File: config.mk
export PLATFORM = sky130hd
export DESIGN_NAME = lock_controller
export DESIGN_NICKNAME = d
export VERILOG_FILES = /design/src/rtl/lock_controller.sv
export SDC_FILE = /design/constraint.sdc
export NUM_CORES = 1
export LEC_CHECK = 0
export ABC_CLOCK_PERIOD_IN_PS = 3350
export CAP_MARGIN = 20
export CORE_MARGIN = 2
export CORE_UTILIZATION = 57
export CTS_CLUSTER_DIAMETER = 80
export DETAILED_ROUTE_END_ITERATION = 16
export PLACE_DENSITY = 0.78
export SKIP_LAST_GASP = 1
export SLEW_MARGIN = 20
export SYNTH_ARGS = -nofsm -noshare
export SYNTH_HDL_FRONTEND = slang
export SYNTH_SLANG_ARGS = --single-unit
File: constraint.sdc
create_clock -name clk -period 3.35 [get_ports clk]
set_input_delay 0.335 -clock clk [delete_from_list [all_inputs] [get_ports clk]]
set_output_delay 0.335 -clock clk [all_outputs]
set_load 0.02 [all_outputs]
File: src/rtl/lock_controller.sv
// Six-digit keypad lock: code entry and judging, timed unlock, password change,
// and a timed lockout after three consecutive wrong codes.
module lock_controller #(
    parameter logic [23:0] DEFAULT_PWD  = 24'h123456,
    parameter int unsigned UNLOCK_SECS  = 10,
    parameter int unsigned LOCKOUT_SECS = 30
) (
    input  logic       clk,
    input  logic       rst,
    input  logic       key_valid,
    input  logic [3:0] key_code,
    input  logic       tick,
    output logic       unlocked,
    output logic       alarm,
    output logic       judge,
    output logic       pass_ok,
    output logic [1:0] err_count,
    output logic [2:0] digit_cnt,
    output logic [5:0] remain
);

    localparam int unsigned PWD_W = 24;
    localparam int unsigned REM_W = 6;
    localparam int unsigned CNT_W = 3;

    typedef enum logic [2:0] {
        IDLE    = 3'd0,
        JUDGE   = 3'd1,
        OPEN    = 3'd2,
        SETPWD  = 3'd3,
        LOCKOUT = 3'd4
    } state_t;

    state_t             state, state_n;
    logic [PWD_W-1:0]   entry, entry_n;
    logic [PWD_W-1:0]   password, password_n;
    logic [CNT_W-1:0]   cnt_n;
    logic [REM_W-1:0]   remain_n;
    logic [1:0]         err_n;
    logic               match_q, match_n;

    logic is_digit, is_enter, is_clear, is_set;
    logic buf_full, timer_last;

    assign is_digit   = key_valid && (key_code <= 4'd9);
    assign is_enter   = key_valid && (key_code == 4'hA);
    assign is_clear   = key_valid && (key_code == 4'hB);
    assign is_set     = key_valid && (key_code == 4'hC);
    assign buf_full   = (digit_cnt == CNT_W'(6));
    assign timer_last = tick && (remain == REM_W'(1));

    // Next-state and next-register values
    always_comb begin
        state_n    = state;
        entry_n    = entry;
        password_n = password;
        cnt_n      = digit_cnt;
        remain_n   = remain;
        err_n      = err_count;
        match_n    = match_q;

        case (state)
            IDLE: begin
                if (is_digit && !buf_full) begin
                    entry_n = {entry[PWD_W-5:0], key_code};
                    cnt_n   = digit_cnt + CNT_W'(1);
                end else if (is_clear) begin
                    entry_n = '0;
                    cnt_n   = '0;
                end else if (is_enter && buf_full) begin
                    state_n = JUDGE;
                    match_n = (entry == password);
                end
            end
            JUDGE: begin
                entry_n = '0;
                cnt_n   = '0;
                if (match_q) begin
                    err_n    = 2'd0;
                    state_n  = OPEN;
                    remain_n = REM_W'(UNLOCK_SECS);
                end else if (err_count < 2'd2) begin
                    err_n   = err_count + 2'd1;
                    state_n = IDLE;
                end else begin
                    err_n    = 2'd3;
                    state_n  = LOCKOUT;
                    remain_n = REM_W'(LOCKOUT_SECS);
                end
            end
            OPEN: begin
                // Expiry wins over any key in the same cycle
                if (timer_last) begin
                    state_n  = IDLE;
                    remain_n = '0;
                end else begin
                    if (tick) remain_n = remain - REM_W'(1);
                    if (is_enter) begin
                        state_n  = IDLE;
                        remain_n = '0;
                    end else if (is_set) begin
                        state_n = SETPWD;
                    end
                end
            end
            SETPWD: begin
                if (is_digit && !buf_full) begin
                    entry_n = {entry[PWD_W-5:0], key_code};
                    cnt_n   = digit_cnt + CNT_W'(1);
                end else if (is_clear) begin
                    entry_n  = '0;
                    cnt_n    = '0;
                    state_n  = OPEN;
                    remain_n = REM_W'(UNLOCK_SECS);
                end else if (is_enter && buf_full) begin
                    password_n = entry;
                    entry_n    = '0;
                    cnt_n      = '0;
                    state_n    = IDLE;
                    remain_n   = '0;
                end
            end
            LOCKOUT: begin
                if (timer_last) begin
                    state_n  = IDLE;
                    err_n    = 2'd0;
                    remain_n = '0;
                end else if (tick) begin
                    remain_n = remain - REM_W'(1);
                end
            end
            default: state_n = IDLE;
        endcase
    end

    // State, datapath and registered outputs
    always_ff @(posedge clk) begin
        if (rst) begin
            state     <= IDLE;
            entry     <= '0;
            password  <= DEFAULT_PWD;
            digit_cnt <= '0;
            remain    <= '0;
            err_count <= '0;
            match_q   <= 1'b0;
            unlocked  <= 1'b0;
            alarm     <= 1'b0;
            judge     <= 1'b0;
            pass_ok   <= 1'b0;
        end else begin
            state     <= state_n;
            entry     <= entry_n;
            password  <= password_n;
            digit_cnt <= cnt_n;
            remain    <= remain_n;
            err_count <= err_n;
            match_q   <= match_n;
            unlocked  <= (state_n == OPEN) || (state_n == SETPWD);
            alarm     <= (state_n == LOCKOUT);
            judge     <= (state_n == JUDGE);
            pass_ok   <= (state_n == JUDGE) && match_n;
        end
    end

endmodule
* Word-level counts from Yosys, hierarchy flattened *
Index checks and enable logic that the tools add are counted.

storage, ports and cells
  memories kept = 0
  memory bits (writable) = 0
  memory bits (read-only) = 0
  output and inout bits = 15
  input bits = 8
  register bits after elaboration = 67
  bits in latches = 0

operators by class
  shift operators = 0
  bitwise gates (word level) = 2
  order comparisons = 2
  divide/modulo/power cells = 0
  equality and inequality tests = 20
  reduce and logical (&&, ||, !) cells = 18
  multiply operators = 0
  mux-type cells = 43
  $add $sub $neg = 3

operator list
  operator             count
  $mux 24              5
  $pmux 24 s3          1
  $mux 6               9
  $mux 3               17
  $eq 24x24->1         1
  $pmux 6 s4           1
  $pmux 3 s5           1
  $eq 3x2->1 const B   4
  $eq 4x4->1 const B   3
  $eq 3x3->1 const B   3
  $ne 3x3->1 const B   3
  $pmux 3 s3           1
  $logic_and 1x1->1    8
  $reduce_and 4->1     2
  $eq 3x1->1 const B   2
  $eq 6x1->1 const B   1
  $mux 2               3
  $sub 6x1->6 const B  1
  $le 4x4->1 const B   1
  $mux 1               4
  $ne 2x2->1 const B   2
  $ne 4x4->1 const B   1
  $pmux 2 s2           1
  $reduce_bool 4->1    1
  11 further kinds     12

* Longest topological paths before layout *
  depth after elaboration = 9
  depth in mapped cells = 9

* Worst setup path after synthesis *
No wires, ideal clock.

  path type = register to register
  start = register digit_cnt[1]
  end = register password[10]
  stages on the path, launching flop included = 8
  setup time = 0.129 ns
  buffers on the path = 1
  path slack = 1.255 ns
  arrival time = 1.966 ns
  clock period less this slack = 2.095 ns
  data required time = 3.221 ns
  cells stage by stage = dfxtp_1 ha_1 nand2_1 or3_4 nor3_4 buf_8 mux2i_1 nand2_1

between the ends
  word-level cells in the longest chain between the ends = 5

RTL lines
  item                                   RTL line  text
  from (decl)                            18        output logic [2:0] digit_cnt,
  from (signal assigned)                 154       digit_cnt <= cnt_n;
  $eq 3x3->1 (*)                         49        assign buf_full = (digit_cnt == CNT_W'(6));
  $logic_not 1->1                        107       if (is_digit && !buf_full) begin
  $logic_and 1x1->1                      107
  $not 1->1 (no source line)             n/a
  $reduce_and 4->1 (no source line) (*)  n/a
  to (signal assigned)                   153       password <= password_n;
  to (decl)                              36        logic [PWD_W-1:0] password, password_n;

Mark *: on every way between the ends. The rest lies on a longest branch, timed or not.
A chain may end at the register's enable or synchronous reset.

* Worst setup path in the final report *
  start = register digit_cnt[0]
  end = register password[2]

Same word-level chain as after synthesis.

==> metrics <==
CP Capture Type=flip-flop; Max Cap Viol=0; CTS sink count=67; Yosys cell types=50; most used cell, CP=nand2_1; final WL=6.49 mm; first-pass GRT wire length=11.1 mm; DRT iter0 DRCs=220; crit-path cells=inv_1 > ha_1 > nand2_1 > or3_4 > nor3_4 > buf_4 > mux2i_1 > nand2_1; Final GP Congestion=0.894; # diodes=0; CP Launch Type=flip-flop; largest net degree at the start of global routing=37; Layout Cells excl Fill=448; Vias per Instance=5.58; CTS Buffer Depth=2; CTS Buf Count=9; Routed WL per cell=14.5 um; detailed-placement wirelength estimate=4.10 mm; drt drc=0; Post-synth EDFFs=0; Leak=1.36 nW; Synth Warn #=0; FF+latch count, synth=67; effective utilization at floorplan=58.6%; Seq/Total Area, Yosys=41.9%; TritonCTS clock tree=done; IO buf count=22; Setup Buffers After CTS=0; design area=0.00367 sq mm; chip width=79.0 um; IO Pins=23; Cell Int Power=1.23 mW; Compound-Gate Fraction of Synth Area=9.45%; Max Slew Vio Count=0; simple-gate share of the synthesized area=20.4%; worst path required time=3560 ps; largest family of logic cells by synthesized area=simple AND/OR/NAND/NOR gates; dpl cell area=0.00346 sq mm; mux contribution to synthesized area=16.3%; die height=79.0 um; layout cells sized above 1=9.04%; Root Buffer=clkbuf_8; Final ANT Viol Nets=0; number of cells after detailed placement=432; Syn Area/Cell=9.13 sq um; Post-Synthesis Cells=351; CP Max Fanout=24; NetSw=347 uW; PD cells=431 mW/mm^2; xor/xnor share of the synthesized area=6.56%; worst path arrival time=2370 ps; ys flop type=dfxtp_1; number of global-route vias before repair=2319; Synth Net Count=363; Resize count post-CTS=0; Max VDD drop=240 uV; combinational group share of total power=5.1%; Clock Latency Late Sink=330 ps; f_max=0.462 GHz; critical path's slowest cell=or3_4; CP peak stage delay=420 ps; fin crit share=64.7%; Core ar.=0.00547 sq mm; switching share of power=22.0%; Die ar.=0.00624 sq mm; Vias=2500; # setup viols final=0; H-tree lvl count=3; Row Count=27; filler instances=457; sequential power share=50.8%; Max transition margin=56.3%; GRT Overall Usage=22.7%; Synth Area in Adders=1.56%; final-report hold violation count=0; hold-fix buffers at CTS=0; initial antenna violation count=0; nets=383; Worst-path clk slew=70 ps; Top delay family on crit path=simple AND/OR/NAND/NOR gates; setup TNS=0 ps; Post-Syn Area=0.00320 sq mm; area delta synth->final=14.5%; clock power share=44.2%; RSZ-0062 raised after global routing=false; Async S/R FF share, synth=0%; Clock Skew=6.92 ps; Bufs and invs on worst path=2; Worst-Margin Slew=655 ps; path type of the worst min-delay path=flip-flop to flip-flop; status=finished, final reports clean; Tmin final=2170 ps; DP Worst Slack=875 ps; Crit Path Category=flip-flop to flip-flop; total grt overflow=0; final worst slack=1180 ps; Pre-Repair DR Iteration Count=4
[logic make-up (layout without fill, tap and decap cells)]
logic type	after synthesis	in the layout
AO/OA/AOI/OAI	44	44
XOR/XNOR	24	24
adder cells (fa/ha/maj)	4	4
buffers and inverters	24	49
flip-flops	67	67
multiplexers	52	52
AND/OR/NAND/NOR	136	136
[path summary, 6_finish.rpt]
| path | from | to | slack, ps | cells after the start |
|---|---|---|---|---|
| worst max-delay path | digit_cnt[0] | password[2] | 1180 | 8 |
| worst min-delay path | password[10] | password[10] | 490 | 2 |
| worst max register to register | digit_cnt[0] | password[2] | 1180 | 8 |
| worst min register to register | password[10] | password[10] | 490 | 2 |
[Yosys cell counts, types with 3 or more instances]
cell type,number,area [sq um]
a21oi_1,13,65.1
nor2b_1,4,25.0
nor3_1,3,15.0
nand3_1,7,35.0
xnor2_1,16,140
mux2i_1,50,500
ha_1,4,50.1
inv_1,5,18.8
xor2_1,8,70.1
nor4_1,4,25.0
nand4_1,5,31.3
nand2b_1,3,18.8
o21ai_0,4,20.0
dfxtp_1,67,1340
clkbuf_1,13,48.8
nand2_1,72,270
a211oi_1,5,37.5
nor2_1,24,90.1
a22oi_1,3,22.5
[cell usage in the layout, fill, tap and decap left out, types with 2 or more instances in the layout]
master	n
and4_1	2
clkbuf_8	12
nor2b_1	4
and3_1	2
a211oi_1	5
nand3_1	7
nor4_1	4
o21ai_0	4
clkinv_2	2
a31oi_1	2
xnor2_1	16
nand4b_1	2
buf_4	6
a21oi_1	13
inv_1	5
nand2b_1	3
nor2_1	24
mux2i_1	50
nand4_1	5
ha_1	4
a221oi_1	2
dfxtp_1	67
clkdlybuf4s50_1	22
xor2_1	8
mux2_2	2
a31o_2	2
nand2_1	72
nor3_1	3
a22oi_1	3
o21ai_1	2
[worst register-to-register path, stage by stage, from the launching register on]
cell and delay [ps]:
dfxtp_1 340, inv_1 80, ha_1 170, nand2_1 140, or3_4 420, nor3_4 160, buf_4 410, mux2i_1 260
nand2_1 70
[cell type report]
| class | count | area (sq um) | area share (%) |
|---|---|---|---|
| clock inverter | 4 | 47.5 | 1.30 |
| timing repair buffer | 28 | 265 | 7.23 |
| sequential | 67 | 1340 | 36.6 |
| multi-input combinational | 260 | 1740 | 47.4 |
| inverter | 5 | 18.8 | 0.512 |
| clock buffer | 12 | 165 | 4.50 |
| tap | 72 | 90.1 | 2.46 |
[power groups by stage]
stage	Sequential [mW]	Clock [mW]	Combinational, mW
2_1_floorplan	0.822	0	0.0509
3_3_place_gp	0.821	0	0.0785
3_5_place_dp	0.821	0	0.0790
4_1_cts	0.802	0.710	0.0797
5_1_grt	0.803	0.753	0.0868
6_report	0.803	0.698	0.0798
[state kept, by name, indices dropped and copies added (netlist names)]
name / count
unlocked: 1
alarm: 1
err_count: 2
match_q: 1
state: 3
password: 24
entry: 24
remain: 6
judge: 1
digit_cnt: 3
pass_ok: 1
[per-layer routing]
layer / vias to the layer above / track usage, % / part of all wire, % / routed length, um
li1: 1254 / - / - / -
met3: 5 / 4.43 / 4.0 / 262
met5: - / 0 / 0 / 0
met1: 1191 / 31.5 / 47 / 3060
met4: 0 / 9.48 / 0.99 / 64
met2: 50 / 34.5 / 48 / 3100
[stage by stage]
stage          total power, mW  hold slack, ps  utilization (%)
2_1_floorplan            0.872             462                -
3_3_place_gp             0.899             475             63.1
3_5_place_dp             0.900             480             63.1
4_1_cts                   1.59             497             67.0
5_1_grt                   1.64             510             67.0
6_report                  1.58             494             67.0
Power figures use the tool's default switching activity.
